### src/rtl/uart_tx_pkg.sv
// uart_tx_pkg: shared types and helpers for the UART transmitter.
//   tx_state_e    - transmitter FSM state encoding
//   st_uart_tx    - bundle of internal datapath wires (tick, baud enable,
//                   bit counter, shift register, latched parity bit)
//   parity_bit_gen- even-parity generator (XOR of all data bits)
package uart_tx_pkg;

    localparam int UART_DATA_BITS = 8;
    localparam int UART_CNT_W     = 3;

    typedef enum logic [2:0] {
        TX_IDLE   = 3'd0,
        TX_START  = 3'd1,
        TX_DATA   = 3'd2,
        TX_PARITY = 3'd3,
        TX_STOP   = 3'd4
    } tx_state_e;

    typedef struct packed {
        logic                      tick;
        logic                      bauden;
        logic [UART_CNT_W-1:0]     bit_cnt;
        logic [UART_DATA_BITS-1:0] shift;
        logic                      parity;
    } st_uart_tx;

    // Even parity: the parity bit makes the total count of ones even.
    function automatic logic parity_bit_gen(input logic [UART_DATA_BITS-1:0] data);
        return ^data;
    endfunction

endpackage

### src/rtl/uart_tx_baudgen.sv
// baudgen_tx: bit-boundary baud tick generator for the UART transmitter.
//   clk     in  system clock
//   rst     in  asynchronous active-high reset
//   clk_ena in  count enable; counter is cleared to 0 while low
//   clk_out out one-clock pulse on the last clock of each bit period
// Unlike the receive-side generator, which ticks mid-bit for sampling, the
// tick here marks the end of a bit so the FSM advances on bit boundaries.
module baudgen_tx #(
    parameter int BAUDRATE = 434
) (
    input  logic clk,
    input  logic rst,
    input  logic clk_ena,
    output logic clk_out
);

    localparam logic [15:0] CNT_LAST = 16'(BAUDRATE - 1);

    logic [15:0] cnt_q;
    logic [15:0] cnt_d;

    // Next count: wrap at the end of each period, hold at 0 when disabled.
    always_comb begin
        cnt_d = cnt_q;
        if (!clk_ena) begin
            cnt_d = 16'd0;
        end else if (cnt_q == CNT_LAST) begin
            cnt_d = 16'd0;
        end else begin
            cnt_d = cnt_q + 16'd1;
        end
    end

    // Counter register.
    always_ff @(posedge clk or posedge rst) begin
        if (rst) begin
            cnt_q <= 16'd0;
        end else begin
            cnt_q <= cnt_d;
        end
    end

    assign clk_out = clk_ena && (cnt_q == CNT_LAST);

endmodule

### src/rtl/uart_tx.sv
// uart_tx: UART transmitter. Frame = start(0), 8 data bits LSB first,
// optional even parity, stop(1); each bit lasts BAUDRATE clocks.
//   clk    in  system clock
//   rst    in  asynchronous active-high reset
//   i_data in  byte to send, sampled only when a request is accepted
//   i_send in  transmit request (level or pulse), accepted only in IDLE
//   o_tx   out registered serial line, idles high
//   o_busy out high from the cycle after acceptance to the end of stop
//   o_done out one-clock pulse in the last clock of the stop bit
// All outputs are registered from the current state, so the line follows
// the FSM by one clock; every bit therefore still lasts BAUDRATE clocks.
module uart_tx
    import uart_tx_pkg::*;
#(
    parameter int BAUDRATE  = 50000000 / 115200,
    parameter bit PARITY_EN = 1'b1
) (
    input  logic       clk,
    input  logic       rst,
    input  logic [7:0] i_data,
    input  logic       i_send,
    output logic       o_tx,
    output logic       o_busy,
    output logic       o_done
);

    tx_state_e state_q;
    tx_state_e state_d;

    logic [UART_CNT_W-1:0]     bit_cnt_q;
    logic [UART_CNT_W-1:0]     bit_cnt_d;
    logic [UART_DATA_BITS-1:0] shift_q;
    logic [UART_DATA_BITS-1:0] shift_d;
    logic                      parity_q;
    logic                      parity_d;
    logic                      tx_q;
    logic                      tx_d;
    logic                      busy_q;
    logic                      busy_d;
    logic                      done_q;
    logic                      done_d;

    logic      tick_s;
    logic      bauden_s;
    st_uart_tx tx_s;

    // The baud counter only runs while a frame is in progress, so every
    // frame starts from a fresh bit period.
    assign bauden_s = (state_q != TX_IDLE);

    baudgen_tx #(
        .BAUDRATE (BAUDRATE)
    ) u_baudgen (
        .clk     (clk),
        .rst     (rst),
        .clk_ena (bauden_s),
        .clk_out (tick_s)
    );

    // Bundle the internal datapath wires.
    always_comb begin
        tx_s         = '0;
        tx_s.tick    = tick_s;
        tx_s.bauden  = bauden_s;
        tx_s.bit_cnt = bit_cnt_q;
        tx_s.shift   = shift_q;
        tx_s.parity  = parity_q;
    end

    // FSM state register.
    always_ff @(posedge clk or posedge rst) begin
        if (rst) begin
            state_q <= TX_IDLE;
        end else begin
            state_q <= state_d;
        end
    end

    // FSM next-state logic.
    always_comb begin
        state_d = state_q;
        case (state_q)
            TX_IDLE: begin
                if (i_send) begin
                    state_d = TX_START;
                end else begin
                    state_d = TX_IDLE;
                end
            end
            TX_START: begin
                if (tx_s.tick) begin
                    state_d = TX_DATA;
                end else begin
                    state_d = TX_START;
                end
            end
            TX_DATA: begin
                if (tx_s.tick && (tx_s.bit_cnt == UART_CNT_W'(UART_DATA_BITS - 1))) begin
                    if (PARITY_EN) begin
                        state_d = TX_PARITY;
                    end else begin
                        state_d = TX_STOP;
                    end
                end else begin
                    state_d = TX_DATA;
                end
            end
            TX_PARITY: begin
                if (tx_s.tick) begin
                    state_d = TX_STOP;
                end else begin
                    state_d = TX_PARITY;
                end
            end
            TX_STOP: begin
                if (tx_s.tick) begin
                    state_d = TX_IDLE;
                end else begin
                    state_d = TX_STOP;
                end
            end
            default: begin
                state_d = TX_IDLE;
            end
        endcase
    end

    // Datapath next values: latch the byte and its parity on acceptance,
    // shift one bit out per data-bit tick.
    always_comb begin
        bit_cnt_d = tx_s.bit_cnt;
        shift_d   = tx_s.shift;
        parity_d  = tx_s.parity;
        case (state_q)
            TX_IDLE: begin
                if (i_send) begin
                    shift_d   = i_data;
                    parity_d  = parity_bit_gen(i_data);
                    bit_cnt_d = '0;
                end else begin
                    bit_cnt_d = '0;
                end
            end
            TX_START: begin
                if (tx_s.tick) begin
                    bit_cnt_d = '0;
                end else begin
                    bit_cnt_d = tx_s.bit_cnt;
                end
            end
            TX_DATA: begin
                if (tx_s.tick) begin
                    shift_d   = {1'b0, tx_s.shift[UART_DATA_BITS-1:1]};
                    bit_cnt_d = tx_s.bit_cnt + UART_CNT_W'(1);
                end else begin
                    shift_d   = tx_s.shift;
                end
            end
            default: begin
                bit_cnt_d = tx_s.bit_cnt;
            end
        endcase
    end

    // Datapath registers.
    always_ff @(posedge clk or posedge rst) begin
        if (rst) begin
            bit_cnt_q <= '0;
            shift_q   <= '0;
            parity_q  <= 1'b0;
        end else begin
            bit_cnt_q <= bit_cnt_d;
            shift_q   <= shift_d;
            parity_q  <= parity_d;
        end
    end

    // FSM output logic: line level, busy and done for the next clock.
    always_comb begin
        tx_d   = 1'b1;
        busy_d = tx_s.bauden;
        done_d = 1'b0;
        case (state_q)
            TX_IDLE:   tx_d = 1'b1;
            TX_START:  tx_d = 1'b0;
            TX_DATA:   tx_d = tx_s.shift[0];
            TX_PARITY: tx_d = tx_s.parity;
            TX_STOP: begin
                tx_d   = 1'b1;
                done_d = tx_s.tick;
            end
            default:   tx_d = 1'b1;
        endcase
    end

    // Output registers; reset forces the line high immediately.
    always_ff @(posedge clk or posedge rst) begin
        if (rst) begin
            tx_q   <= 1'b1;
            busy_q <= 1'b0;
            done_q <= 1'b0;
        end else begin
            tx_q   <= tx_d;
            busy_q <= busy_d;
            done_q <= done_d;
        end
    end

    assign o_tx   = tx_q;
    assign o_busy = busy_q;
    assign o_done = done_q;

endmodule
### config.mk
export PLATFORM = sky130hd
export DESIGN_NAME = uart_tx
export DESIGN_NICKNAME = d
export VERILOG_FILES = /design/src/rtl/uart_tx_pkg.sv /design/src/rtl/uart_tx_baudgen.sv /design/src/rtl/uart_tx.sv
export SDC_FILE = /design/constraint.sdc
export NUM_CORES = 1
export LEC_CHECK = 0
export ABC_AREA = 1
export ABC_CLOCK_PERIOD_IN_PS = 2250
export BUFFER_PORTS_ARGS = -buffer_cell sky130_fd_sc_hd__buf_2
export CAP_MARGIN = 25
export CELL_PAD_IN_SITES_DETAIL_PLACEMENT = 0
export CELL_PAD_IN_SITES_GLOBAL_PLACEMENT = 1
export CORE_MARGIN = 2
export CORE_UTILIZATION = 46
export CTS_BUF_LIST = sky130_fd_sc_hd__clkbuf_8
export CTS_CLUSTER_DIAMETER = 50
export DETAILED_ROUTE_END_ITERATION = 16
export GPL_TIMING_DRIVEN = 0
export PLACE_DENSITY_LB_ADDON = 0.1
export SLEW_MARGIN = 20
export SYNTH_ARGS = -nofsm -noshare
export SYNTH_HDL_FRONTEND = slang
export SYNTH_HIERARCHICAL = 1
export SYNTH_SLANG_ARGS = --single-unit
### constraint.sdc
create_clock -name clk -period 2.25 [get_ports clk]
set_input_delay 0.3375 -clock clk [delete_from_list [all_inputs] [get_ports clk]]
set_output_delay 0.3375 -clock clk [all_outputs]
set_load 0.005 [all_outputs]
### After elaboration in Yosys (flattened, before gate mapping)

Index checks and enable logic that the tools add are counted.

| operators by class | value |
|---|---|
| add/sub/neg operators | 2 |
| multipliers | 0 |
| div/mod/pow operators | 0 |
| magnitude comparators | 0 |
| equal/unequal tests | 9 |
| shift-type cells | 0 |
| multiplexer cells | 16 |
| bitwise gates (word level) | 0 |
| reductions and logical operators | 10 |

Operators by type and width:

| cell | number |
|---|---|
| $mux W16 | 2 |
| $add A16 B1 Y16 const B | 1 |
| $eq A16 B9 Y1 const B | 1 |
| $mux W8 | 2 |
| $pmux W8 S2 | 1 |
| $pmux W3 S5 | 1 |
| $mux W3 | 4 |
| $pmux W3 S3 | 1 |
| $reduce_xor A8 Y1 | 1 |
| $eq A3 B2 Y1 const B | 2 |
| $eq A3 B3 Y1 const B | 2 |
| $ne A2 B2 Y1 const B | 3 |
| $reduce_and A3 Y1 | 2 |
| $reduce_bool A3 Y1 | 2 |
| $add A3 B1 Y3 const B | 1 |
| $eq A3 B1 Y1 const B | 1 |
| $logic_not A3 Y1 | 1 |
| $mux W1 | 3 |
| $pmux W1 S3 | 1 |
| $logic_and A1 B1 Y1 | 2 |
| $mux W2 | 1 |
| $reduce_and A2 Y1 | 1 |
| $reduce_bool A2 Y1 | 1 |

| storage, ports and cells | value |
|---|---|
| bits in registers | 34 |
| latch bits | 0 |
| RAM bits | 0 |
| bits in read-only memories | 0 |
| bits of input ports | 11 |
| logic and storage cells | 45 |
| memories kept | 0 |

### Logic depth before layout (Yosys ltp)

Gate-level depths: netlist (run 1).

| depth | value |
|---|---|
| depth in word-level cells | 5 |
| mapped depth | 12 |
| mapped depth without buffers | 10 |

### Modules after synthesis

The synthesis (run 1) kept the hierarchy.

By module, submodules not included:

| module | times used | cells an instance | area each (um^2) | seq. area each (um^2) |
|---|---|---|---|---|
| uart_tx | 1 | 134 | 984.7 | 451.7 |
| baudgen_tx | 1 | 122 | 938.4 | 400.4 |

### Worst setup path after synthesis (run 1)

OpenSTA, ideal clock, no wires.

| path | value |
|---|---|
| path kind | flip-flop to flip-flop |
| start | reg state_q[0] |
| end | reg shift_q[0] |
| setup time | 0.126 ns |
| arrival | 1.556 ns |
| path slack | 0.568 ns |
| cell stages (with the launch flop) | 11 |
| path buffers | 2 |
| path through | dfrtp_1 -> nor2_2 -> nand2_1 -> inv_1 -> nor2_1 -> buf_2 -> nand2_1 -> nand2_4 -> buf_8 -> nor2_1 -> a31oi_1 |

| on the way | value |
|---|---|
| cells in the longest elaborated chain, start to end | 4 |
| elaborated cells between the ends (all ways) | 9 |
| those cells by class | eq/ne: 3; mux: 1; reduce/logical: 5 |

Ends and longest elaborated chain:

| what | RTL line | text |
|---|---|---|
| start: declaration | uart_tx.sv:27 | `tx_state_e state_q;` |
| start signal: assignment | uart_tx.sv:75 | `state_q <= state_d;` |
| $reduce_bool A3 Y1 | uart_tx.sv:49 | `assign bauden_s = (state_q != TX_IDLE);` |
| net bauden_s | uart_tx.sv:44 | `logic bauden_s;` |
| $logic_and A1 B1 Y1 | uart_tx_baudgen.sv:43 | `assign clk_out = clk_ena && (cnt_q == CNT_LAST);` |
| net tick_s | uart_tx.sv:43 | `logic tick_s;` |
| $ne A2 B2 Y1 (no line) | n/a |  |
| $reduce_and A3 Y1 (no line) | n/a |  |
| end signal: assignment | uart_tx.sv:173 | `shift_q <= shift_d;` |
| end: declaration | uart_tx.sv:32 | `logic [UART_DATA_BITS-1:0] shift_q;` |

The timed path passes the listed nets, and every way through them passes these cells.
A chain may end at the register's enable or synchronous reset.

### Worst setup path in the final report (run 1)

| path | value |
|---|---|
| start | reg state_q[0] |
| end | reg shift_q[1] |

Same word-level chain as after synthesis.

==> results of run 1 <==
==> registers in the layout, indices dropped and copies added (netlist names) <==
name / cells
u_baudgen/cnt_q: 16
o_tx: 1
bit_cnt_q: 3
o_busy: 1
state_q: 3
shift_q: 8
o_done: 1
parity_q: 1
==> power breakdown <==
part / internal, uW / switching, uW
combinational: 18.7 / 37.6
clock: 246 / 224
sequential: 611 / 0
==> cell type report <==
type | count | share of cell area (%)
tap | 50 | 2.92
clock buffer | 6 | 3.85
inverter | 30 | 5.25
timing repair buffer | 13 | 3.03
sequential | 34 | 39.7
clock inverter | 2 | 0.583
multi-input combinational | 189 | 43.5
buffer | 3 | 1.17
==> cells in the mapped netlist <==
cell,n
nand3b_1,1
buf_8,1
dfstp_2,1
o21ai_1,1
nand3_1,9
xnor2_1,3
nor2_1,45
xor2_1,6
dfrtp_1,33
a31oi_1,7
inv_1,28
buf_2,2
nand2_1,80
inv_2,2
nand2_2,7
nand2_4,1
o21ai_0,6
ha_1,4
o311ai_0,1
a21oi_1,1
o21ai_2,1
nor2_2,4
nand3_2,3
o22ai_1,1
nand4_1,5
nor2_4,3
==> worst max-delay path, stage by stage (launching register included) <==
cell and delay (ns):
dfrtp_1 0.45, nor2_2 0.21, nand2_1 0.13, inv_1 0.31
nor2_1 0.09, buf_2 0.18, nand2_1 0.15, nand2_4 0.09
buf_8 0.14, nor2_1 0.09, a31oi_1 0.05
==> through the flow <==
stage                     instances  hold slack, ns  area [sq um]  utilization [%]  worst slack [ns]
after floorplan                 256           0.251          1920                -             0.568
after global placement          319           0.457          2050             51.3             0.279
after detailed placement        319           0.452          2050             51.3             0.263
after CTS                       327           0.139          2150             53.6             0.257
after global routing            327           0.158          2150             53.6            0.0786
final                           327           0.126          2150             53.6             0.262
==> logic make-up after synthesis <==
kind of cell | after synthesis | share of synthesized area, %
compound gates | 18 | 5.60
buf+inv | 33 | 7.16
flops | 34 | 44.3
simple gates | 158 | 36.2
fa+ha+maj | 4 | 2.60
xor+xnor | 9 | 4.10
==> worst max path at each step <==
stage / start / end / slack [ns]
final: state_q[0] / shift_q[1] / 0.26
after global routing: state_q[0] / shift_q[0] / 0.08
after CTS: state_q[0] / shift_q[0] / 0.26
after detailed placement: state_q[0] / shift_q[0] / 0.26
after global placement: state_q[0] / shift_q[0] / 0.28
after floorplan: state_q[0] / shift_q[0] / 0.57
==> per-layer routing <==
layer / vias up / global-route usage [%] / part of all wire (%) / routed length (microns)
li1: 837 / - / - / -
met1: 699 / 21.5 / 45 / 1690
met2: 15 / 36.5 / 51 / 1910
met3: 6 / 3.41 / 2.1 / 79
met4: 0 / 7.50 / 1.3 / 47
met5: - / 0 / 0 / 0
==> out/results.txt, run 1 <==
area grow syn2layout: 11.6%
number of cells upsized or downsized after cts: 0
period utilization: 88.3%
GRT overflow: 0
number of iterations in the first detailed-routing pass: 4
Clock Path Buffers: 2
clk root buf: clkbuf_8
sequential element share of the synthesized area: 44.3%
Worst-Skew Late Latency: 0.28 ns
n_diodes: 0
yosys warns: 6
Hold/Removal Path Class: input pin to asynchronous set/reset pin
worst slew pin tran: 0.704 ns
fin crit period: 1.99 ns
crit path launch type: flip-flop
footprint of the multi-input gates: 933 sq um
VDD IR max: 0.427 mV
CTS tree: built
post-synth top area cell: dfrtp_1
total of max-cap violations: 0
status: complete, no violations
final total power: 1140 uW
Synth area leaders: dfrtp_1 43%, nand2_1 16%, nor2_1 8.8%
Setup Viol. Count Final: 0
# port buffers: 13
Final Skew: 0.00908 ns
initial core utilization: 48.1%
WP data required: 2.42 ns
Rows: 23
total CTS buffers: 5
FF/Latch Area: 852 sq um
Reg-to-Reg Start: state_q[0]
# DRC: 0
most frequent cells in the layout: 80 x nand2_1, 45 x nor2_1, 33 x dfrtp_1, 28 x inv_1, 15 x buf_2
Setup Buffers After CTS: 0
Routed WL: 3.73 mm
# hold bufs at CTS: 0
Max FO, Critical Path: 10
antenna violations before repair: 0
initial DRC count: 73
f_max: 503 MHz
post-synth top area share: 42.9%
WS Path Type: flip-flop to flip-flop
fill count: 403
H-tree levels: 2
die area: 4710 sq um
crit end category: flip-flop
R2R depth: 10
Pwr Density: 530 nW/um^2
Post-DRT Antenna Nets: 0
slew margin rel.: 53.0%
vias per inst: 4.76
Tot GR Track Use: 19.4%
via count: 1,557
syn avg cell area: 7.51 sq um
Die Width: 68.7 microns
synthesized flop and latch total: 34
Core ar.: 4000 sq um
nets: 291
Leak: 0.00108 uW
synthesized net count: 271
RePlAce Congestion: 0.784
RSZ-0062 raised after global routing: false
CTS Sinks: 34
Netlist cell types: 26
Final TNS setup: 0 ns
via count of the first global-routing pass: 1,572
dpl hpwl: 2.86 mm
Reg2Reg Setup Slack: 0.26 ns
Cells after Synth: 256
largest net degree at the start of global routing: 19
Reg clk slew, reported paths: 0.08 ns
reg-to-reg endpoint: shift_q[1]
pins over their slew limit: 0
first-pass GRT wire length: 6.73 mm
WL/cell: 11.4 microns
commonest non-fill, non-tap cell in the layout: nand2_1
mapped cell area: 1920 sq um
Final Hold Viols: 0
CP arrival: 2.16 ns
Die H: 68.7 microns
share of cells above drive strength 1: 16.6%
IO Count: 14
Power figures use the tool's default switching activity.
==> run 2: changes to the inputs <==
--- a/config.mk
+++ b/config.mk
@@ -18,6 +18,7 @@
 export DETAILED_ROUTE_END_ITERATION = 16
 export GPL_TIMING_DRIVEN = 0
 export PLACE_DENSITY_LB_ADDON = 0.1
+export REMOVE_ABC_BUFFERS = 1
 export SLEW_MARGIN = 20
 export SYNTH_ARGS = -nofsm -noshare
 export SYNTH_HDL_FRONTEND = slang
==> out/results.txt, run 2 (same netlist as run 1, synthesis figures left out) <==
met3 usage: 3.90% (+0.49 points)
share of cells above drive strength 1: 16.1% (-0.55 points)
Post-DRT Antenna Nets: 0 (unchanged)
WL/cell: 10.9 microns (-4.4%)
Final Hold Viols: 0 (unchanged)
WP buf/inv: 1 (-2)
Setup Viol. Count Final: 0 (unchanged)
final total power: 1130 uW (-0.67%)
period utilization: 84.5% (-3.9 points)
total CTS buffers: 5 (unchanged)
CP arrival: 2.10 ns (-0.06 ns)
FF/Latch Area: 852 sq um (unchanged)
fill count: 407 (+0.99%)
Final Skew: 0.00396 ns (-0.00512 ns)
crit end category: flip-flop
Reg2Reg Setup Slack: 0.35 ns (+0.09 ns)
Leak: 0.00106 uW (-1.8%)
RSZ-0062 raised after global routing: false
worst slew pin tran: 0.686 ns (-0.0186 ns)
Pwr Density: 532 nW/um^2 (+0.38%)
Routed WL: 3.54 mm (-5.3%)
commonest non-fill, non-tap cell in the layout: nand2_1
Cell Chain, Critical Path: inv_1 -> ha_1 -> nand4_1 -> nor2_1 -> nand2_1 -> nor2_2 -> nand2_1 -> nand2_4 -> nor2_1 -> a31oi_1
Core ar.: 4000 sq um (unchanged)
GRT overflow: 0 (unchanged)
Reg clk slew, reported paths: 0.07 ns (about the same)
fin crit period: 1.90 ns (-0.0873 ns)
slowest CP cell: dfrtp_1
most frequent cells in the layout: 80 x nand2_1, 44 x nor2_1, 33 x dfrtp_1, 28 x inv_1, 13 x buf_2
area grow syn2layout: 10.4%
pins over their slew limit: 0 (unchanged)
slew margin rel.: 54.2% (+1.2 points)
IO Count: 14 (unchanged)
Worst-Skew Late Latency: 0.28 ns (about the same)
VDD IR max: 0.335 mV (-22%)
H-tree levels: 2 (unchanged)
RePlAce Congestion: 0.827 (+5.5%)
nets: 288 (-1.0%)
n_diodes: 0 (unchanged)
# DRC: 0 (unchanged)
initial core utilization: 48.1% (unchanged)
Most flops, register: u_baudgen/cnt_q
largest net degree at the start of global routing: 19 (unchanged)
crit path launch type: flip-flop
Clock Path Buffers: 2 (unchanged)
Max FO, Critical Path: 14 (+4)
Final Util: 53.1% (-0.56 points)
clk root buf: clkbuf_8
Die Width: 68.7 microns (unchanged)
footprint of the multi-input gates: 936 sq um (+0.27%)
GR peak layer: met2
via count of the first global-routing pass: 1,400 (-11%)
Rows: 23 (unchanged)
CTS Sinks: 34 (unchanged)
Hold/Removal Path Class: input pin to asynchronous set/reset pin
status: complete, no violations
via count: 1,532 (-1.6%)
first-pass GRT wire length: 5.89 mm (-12%)
Largest regs: u_baudgen/cnt_q: 16 flops, shift_q: 8 flops
Tot GR Track Use: 17.2% (-2.3 points)
WP data required: 2.45 ns (+0.03 ns)
f_max: 526 MHz (+4.6%)
met1 Resource Use GR: 19.8% (-1.6 points)
die area: 4710 sq um (unchanged)
total of max-cap violations: 0 (unchanged)
met2 usage: 31.3% (-5.3 points)
top cell family by delay on the critical path: simple AND/OR/NAND/NOR gates
Final TNS setup: 0 ns (unchanged)
Setup Buffers After CTS: 0 (unchanged)
WS Path Type: flip-flop to flip-flop
# port buffers: 13 (unchanged)
max reg flops: 16 (unchanged)
CP peak stage delay: 0.40 ns (-0.05 ns)
vias per inst: 4.73 (-0.69%)
Die H: 68.7 microns (unchanged)
dpl hpwl: 2.71 mm (-5.3%)
initial DRC count: 70 (-4.1%)
antenna violations before repair: 0 (unchanged)
CTS tree: built
number of iterations in the first detailed-routing pass: 4 (unchanged)
==> run 2: cell types whose count changed in the layout (fill, tap and decap cells not counted), sizes merged <==
cell / delta
buf: -3
==> run 2: final timing paths <==
check / from / end / cells after the start
max: u_baudgen/cnt_q[1] / shift_q[4] / 10
min: rst / u_baudgen/cnt_q[12] / 2
max reg2reg: u_baudgen/cnt_q[1] / shift_q[4] / 10
min reg2reg: parity_q / parity_q / 2
max in group asynchronous: rst / shift_q[2] / 2
min in group clk: i_data[3] / shift_q[3] / 3
==> run 2: layer usage <==
| layer | wire [microns] | up-vias |
|---|---|---|
| met5 | 0 | - |
| met4 | 41 | 0 |
| met3 | 77 | 4 |
| met2 | 1750 | 17 |
| met1 | 1670 | 679 |
| li1 | - | 832 |
==> run 2: report_power, final <==
group          switching (uW)  internal [uW]  leakage (uW)
Sequential                  0            611      0.000410
Clock                     217            246     0.0000472
Combinational            37.0           18.7      0.000600
Total                     254            876       0.00106
==> run 2: repair_timing <==
action,in CTS,in global routing
resized for setup,0,1
setup endpoints to repair,0,7
hold buffers,0,0
==> run 2: area by class of cell <==
| class | instances | area share (%) |
|---|---|---|
| multi-input cells | 189 | 44.1 |
| flip-flops and latches | 34 | 40.1 |
| inverters | 30 | 5.30 |
| clock buffers | 6 | 3.89 |
| repair buffers | 13 | 3.06 |
| well taps | 50 | 2.95 |
| clock inverters | 2 | 0.589 |
==> run 2: stage by stage <==
step	setup WS [ns]	area [sq um]	cells	hold slack, ns
2_1_floorplan	0.537	1900	253	0.251
3_3_place_gp	0.182	2030	316	0.459
3_5_place_dp	0.184	2030	316	0.462
4_1_cts	0.184	2120	324	0.156
5_1_grt	0.166	2120	324	0.180
6_report	0.350	2120	324	0.134
